--- src/rtl/mem_arbiter.sv ---
// mem_arbiter: two-port request/grant arbiter in front of a single-port memory.
// Port 0 is instruction fetch, port 1 is data. One access is in flight at a
// time. The memory lines are driven for LAT cycles, then a one-cycle ack is
// returned to the winner.
// Configuration macro: MEM_ARB_RR_EN selects round-robin arbitration; when it
// is undefined, port 0 has fixed priority over port 1.
module mem_arbiter #(
    parameter int AW  = 8,
    parameter int DW  = 8,
    parameter int LAT = 1   // memory access latency, 1..15
) (
    input  logic          clk,
    input  logic          rst,
    input  logic [1:0]    req,
    input  logic [1:0]    we,
    input  logic [AW-1:0] addr0,
    input  logic [AW-1:0] addr1,
    input  logic [DW-1:0] wdata0,
    input  logic [DW-1:0] wdata1,
    output logic [1:0]    gnt,
    output logic [1:0]    ack,
    output logic [DW-1:0] rdata,
    output logic          mem_en,
    output logic          mem_we,
    output logic [AW-1:0] mem_addr,
    output logic [DW-1:0] mem_wdata,
    input  logic [DW-1:0] mem_rdata
);

    typedef enum logic [1:0] {IDLE, BUSY, ACK} state_t;

    state_t        state, state_d;
    logic [1:0]    gnt_d, ack_d;
    logic [DW-1:0] rdata_d;
    logic          mem_en_d, mem_we_d;
    logic [AW-1:0] mem_addr_d;
    logic [DW-1:0] mem_wdata_d;
    logic          last, last_d;   // port that won the most recent grant
    logic [3:0]    cnt, cnt_d;     // remaining BUSY cycles after this one
    logic          win;            // winner if a grant is made this cycle

    // Arbitration: choose the winning port from the current requests.
`ifdef MEM_ARB_RR_EN
    always_comb begin
        // Both requesting: the port that did not win last time; otherwise the
        // sole requester.
        win = (req == 2'b11) ? ~last : req[1];
    end
`else
    always_comb begin
        // Port 0 always beats port 1.
        win = ~req[0];
    end
`endif

    // Next-state and next-output logic for the IDLE/BUSY/ACK sequencer.
    always_comb begin
        // NOTE: every target gets a default first, so no path leaves a
        // variable unassigned and no latch is inferred.
        state_d     = state;
        gnt_d       = gnt;
        ack_d       = ack;
        rdata_d     = rdata;
        mem_en_d    = mem_en;
        mem_we_d    = mem_we;
        mem_addr_d  = mem_addr;
        mem_wdata_d = mem_wdata;
        last_d      = last;
        cnt_d       = cnt;
        unique case (state)
            IDLE: begin
                if (|req) begin
                    gnt_d       = win ? 2'b10 : 2'b01;
                    mem_en_d    = 1'b1;
                    mem_we_d    = we[win];
                    mem_addr_d  = win ? addr1 : addr0;
                    mem_wdata_d = win ? wdata1 : wdata0;
                    cnt_d       = 4'(LAT - 1);
                    last_d      = win;
                    state_d     = BUSY;
                end
            end
            BUSY: begin
                if (cnt != 4'd0) begin
                    cnt_d = cnt - 4'd1;
                end else begin
                    mem_en_d = 1'b0;
                    mem_we_d = 1'b0;
                    ack_d    = gnt;
                    // Writes leave the last read data in place.
                    if (!mem_we) rdata_d = mem_rdata;
                    state_d = ACK;
                end
            end
            ACK: begin
                ack_d   = 2'b00;
                gnt_d   = 2'b00;
                state_d = IDLE;
            end
            default: state_d = IDLE;
        endcase
    end

    // State and output registers with synchronous reset.
    always_ff @(posedge clk) begin
        // NOTE: sequential state uses non-blocking assignments so every
        // register samples the pre-edge values of the others.
        if (rst) begin
            state     <= IDLE;
            gnt       <= '0;
            ack       <= '0;
            rdata     <= '0;
            mem_en    <= 1'b0;
            mem_we    <= 1'b0;
            mem_addr  <= '0;
            mem_wdata <= '0;
            last      <= 1'b1;
            cnt       <= '0;
        end else begin
            state     <= state_d;
            gnt       <= gnt_d;
            ack       <= ack_d;
            rdata     <= rdata_d;
            mem_en    <= mem_en_d;
            mem_we    <= mem_we_d;
            mem_addr  <= mem_addr_d;
            mem_wdata <= mem_wdata_d;
            last      <= last_d;
            cnt       <= cnt_d;
        end
    end

endmodule

--- config.mk ---
export PLATFORM = sky130hd
export DESIGN_NAME = mem_arbiter
export DESIGN_NICKNAME = d
export VERILOG_FILES = /design/src/rtl/mem_arbiter.sv
export SDC_FILE = /design/constraint.sdc
export NUM_CORES = 1
export LEC_CHECK = 0
export BUFFER_PORTS_ARGS = -buffer_cell sky130_fd_sc_hd__buf_2
export CAP_MARGIN = 15
export CORE_MARGIN = 1
export CORE_UTILIZATION = 45
export CTS_BUF_LIST = sky130_fd_sc_hd__clkbuf_16
export CTS_CLUSTER_SIZE = 10
export DETAILED_ROUTE_END_ITERATION = 8
export PLACE_DENSITY_LB_ADDON = 0.25
export SLEW_MARGIN = 20
export SYNTH_ARGS = -nofsm -noshare
export SYNTH_HDL_FRONTEND = slang
export SYNTH_SLANG_ARGS = --single-unit
--- constraint.sdc ---
create_clock -name clk -period 1.7 [get_ports clk]
set_input_delay 0.17 -clock clk [delete_from_list [all_inputs] [get_ports clk]]
set_output_delay 0.17 -clock clk [all_outputs]
set_load 0.01 [all_outputs]
==> impl_results.md <==
- CP delay by family, top: simple AND/OR/NAND/NOR gates
- Setup crit start kind: register
- WL/cell: 10.9 um
- Crit path launch: cnt[0]
- Largest net degree at the start of global routing: 25
- Total Wirelength: 3.10 mm
- CP max FO: 8
- Register area: 721 um2
- Via count: 1356
- CP Class: register to register
- Synth Area in XOR/XNOR: 1.11%
- NetSw: 563 uW
- Dpl cell area: 1970 um2
- Compound-cell area share of the yosys netlist: 13.3%
- Leak Pwr: 1.08 nW
- Status: complete, no violations
- Final Skew: 1.32 ps
- Post-synthesis sequential area ratio: 45.8%
- WP data required: 1850 ps
- Drt pass-1 iters: 5
- Critical path's largest stage delay: 370 ps
- Worst hold path type: primary input to register
- Clock root cell: clkbuf_16
- Core ar.: 3340 um2
- Comb pwr share: 17.7%
- Vias in the first global route: 1030
- Layout overhead on the synthesized area: 34.2%
- H-tree depth: 2
- Switch share: 25.6%
- Die area: 3740 um2
- # IOs: 76
- Via density per instance: 4.77
- DRC: 0
- Initial antenna violation count: 0
- EDFF count, synth: 0
- Starting Density: 47.2%
- First-pass GRT wire length: 4.51 mm
- Cells after Synth: 161
- Cell area after synthesis: 1580 um2
- Global routing's busiest layer: met2
- Clk pwr share: 38.8%
- Slew headroom: 73.3%
- Multi-input logic area: 768 um2
- Design Area, Final: 2110 um2
- Reg2reg start: cnt[0]
- Global route overflow: 0
- Sequential power share: 43.5%
- Buffers & Inverters on Critical Path: 1
- Clock slew at reported path FFs: 50 ps
- Util after Layout: 63.3%
- Critical-path cell list: inv_1, ha_1, nor3b_2, nand3b_4, mux2i_1, nor2_1
- Post-synth ARST share: 0%
- Setup crit end kind: register
- Horiz. Die Dim: 61.2 um
- Final worst path period share: 90.3%
- Max-Cap Viols: 0
- Hold Startpoint: mem_rdata[2]
- Adder-Cell Fraction of Synth Area: 1.59%
- Post-Syn Area per Cell: 9.78 um2
- Setup tns final: 0 ps
- Fin. max-slew vios: 0
- Top-count cell post-synth: dfxtp_1
- RSZ-0062 raised after global routing: false
- Die Y: 61.2 um
- Top cell type's share of synthesized area: 45.8%
- Main combinational cell family by area after synthesis: simple AND/OR/NAND/NOR gates
- Final Hold Vio Count: 0
- Synth cell count leaders: dfxtp_1 (36), nor2_1 (31), mux2i_1 (24)
- Clock tree sinks: 36
- Dpl cells: 276
- Final Wtd Congestion: 0.759
- Fin nets: 285
- Simple-Gate Fraction of Synth Area: 16.3%
- Setup Viol. Count Final: 0
- Antenna Cells: 0
- Number of buffers created by CTS: 5
- Post-DP HPWL: 2.25 mm
- Mux share of post-synthesis cell area: 16.0%
- Pint: 1.63 mW
- Post-CTS setup buffers: 0
- Number of fill cells: 313
- Peak supply drop: 0.000661 V
- Clk Latency, worst-skew pair: 280 ps
- Register bit total from synthesis: 36
- Yosys warns: 0
- Antenna Violating Nets Remaining: 0
- Buffers on Ports: 75
- Top FF cell, synth: dfxtp_1
- CTS tree: built
- Max Buffers Root-to-Sink: 2
- Number of library cell types mapped by synthesis: 31
- Pwr/cell area: 1040 nW/um2
- Maximum clock rate: 0.651 GHz
- Syn nets: 209
- Critical Path AT: 1690 ps
- Shortest period the worst path allows: 1540 ps
- CP max stage cell: nor3b_2
- Row count: 21
- Slew @ Worst Pin: 398 ps
- Layout cells sized above 1: 41.2%
- M3 GR Usage: 9.45%
- Post-route non-filler standard cell count: 284
- Met1 Resource Use GR: 21.4%
- Cell taking the most area after synthesis: dfxtp_1
- GRT Total Usage: 16.8%
- Met2 Resource Use GR: 23.8%
- DRT iter0 DRCs: 69
- Ranking of synthesized cells by area: dfxtp_1 (46%), mux2i_1 (15%), nor2_1 (7.4%)
worst register-to-register path, cell delays in order (launching register included):
cell,delay [ps]
dfxtp_1,330
inv_1,80
ha_1,150
nor3b_2,370
nand3b_4,220
mux2i_1,210
nor2_1,60
registers in the layout, summed over array words and instances, names as in the netlist:
name       count
rdata          8
cnt            4
mem_en         1
ack            2
mem_we         1
gnt            2
mem_addr       8
mem_wdata      8
state          2
path summary, 6_finish.rpt:
path / slack (ps) / cells past startpoint / end
setup / recovery: 160 / 6 / rdata[6]
hold reg to reg: 470 / 2 / ack[0]
hold / removal: 130 / 3 / rdata[2]
setup reg to reg: 160 / 6 / rdata[6]
power by group through the flow:
stage                     clock [mW]  combinational (mW)  sequential, mW
after floorplan                    0               0.220            1.01
after global placement             0               0.384           0.974
after detailed placement           0               0.388           0.974
after CTS                      0.872               0.389           0.957
after global routing           0.919               0.432           0.967
final                          0.853               0.388           0.957
logic make-up after synthesis:
logic type                 count (synthesis)
AOI/OAI and AO/OA                         28
xor gates and xnor gates                   2
adders and majority gates                  2
buffers and inverters                     14
DFF                                       36
muxes                                     25
and+or+nand+nor                           54
final cells by class:
type                    instances  share of cell area [%]
inverters                       2                   0.355
flip-flops and latches         36                    34.1
clock buffers                   5                    5.92
repair buffers                 81                    19.9
clock inverters                 3                   0.651
well taps                      46                    2.72
multi-input cells             111                    36.4
placed cells by master, fill, tap and decap left out, types with 2 or more instances in the layout:
cell type,n
nand3_1,7
nor3_1,3
nand2_1,3
clkinv_2,2
nor2_1,31
ha_1,2
o21ai_0,2
clkbuf_16,5
buf_2,75
buf_4,6
nor2b_1,2
and3_1,2
mux2i_1,24
a211oi_2,3
inv_1,2
dfxtp_1,36
a211oi_1,13
xor2_1,2
a21oi_1,6
timing repair:
item / in CTS / in global routing
endpoints found under the setup margin: 0 / 1
hold buffers: 0 / 0
resized for setup: 0 / 1
per-layer routing:
layer	share of wire [%]	vias up	routed length (um)
li1	-	717	-
met1	47	578	1450
met2	42	58	1300
met3	10	3	314
met4	1.1	0	34
met5	0	-	0
stage by stage:
step / power [mW] / hold WS [ps] / setup WS [ps]
floorplan: 1.23 / 314 / 363
global placement: 1.36 / 404 / 218
detailed placement: 1.36 / 412 / 174
CTS: 2.22 / 124 / 151
global route: 2.32 / 129 / 24.3
finish: 2.20 / 128 / 165
No activity file was read; power rests on OpenSTA's default activity.
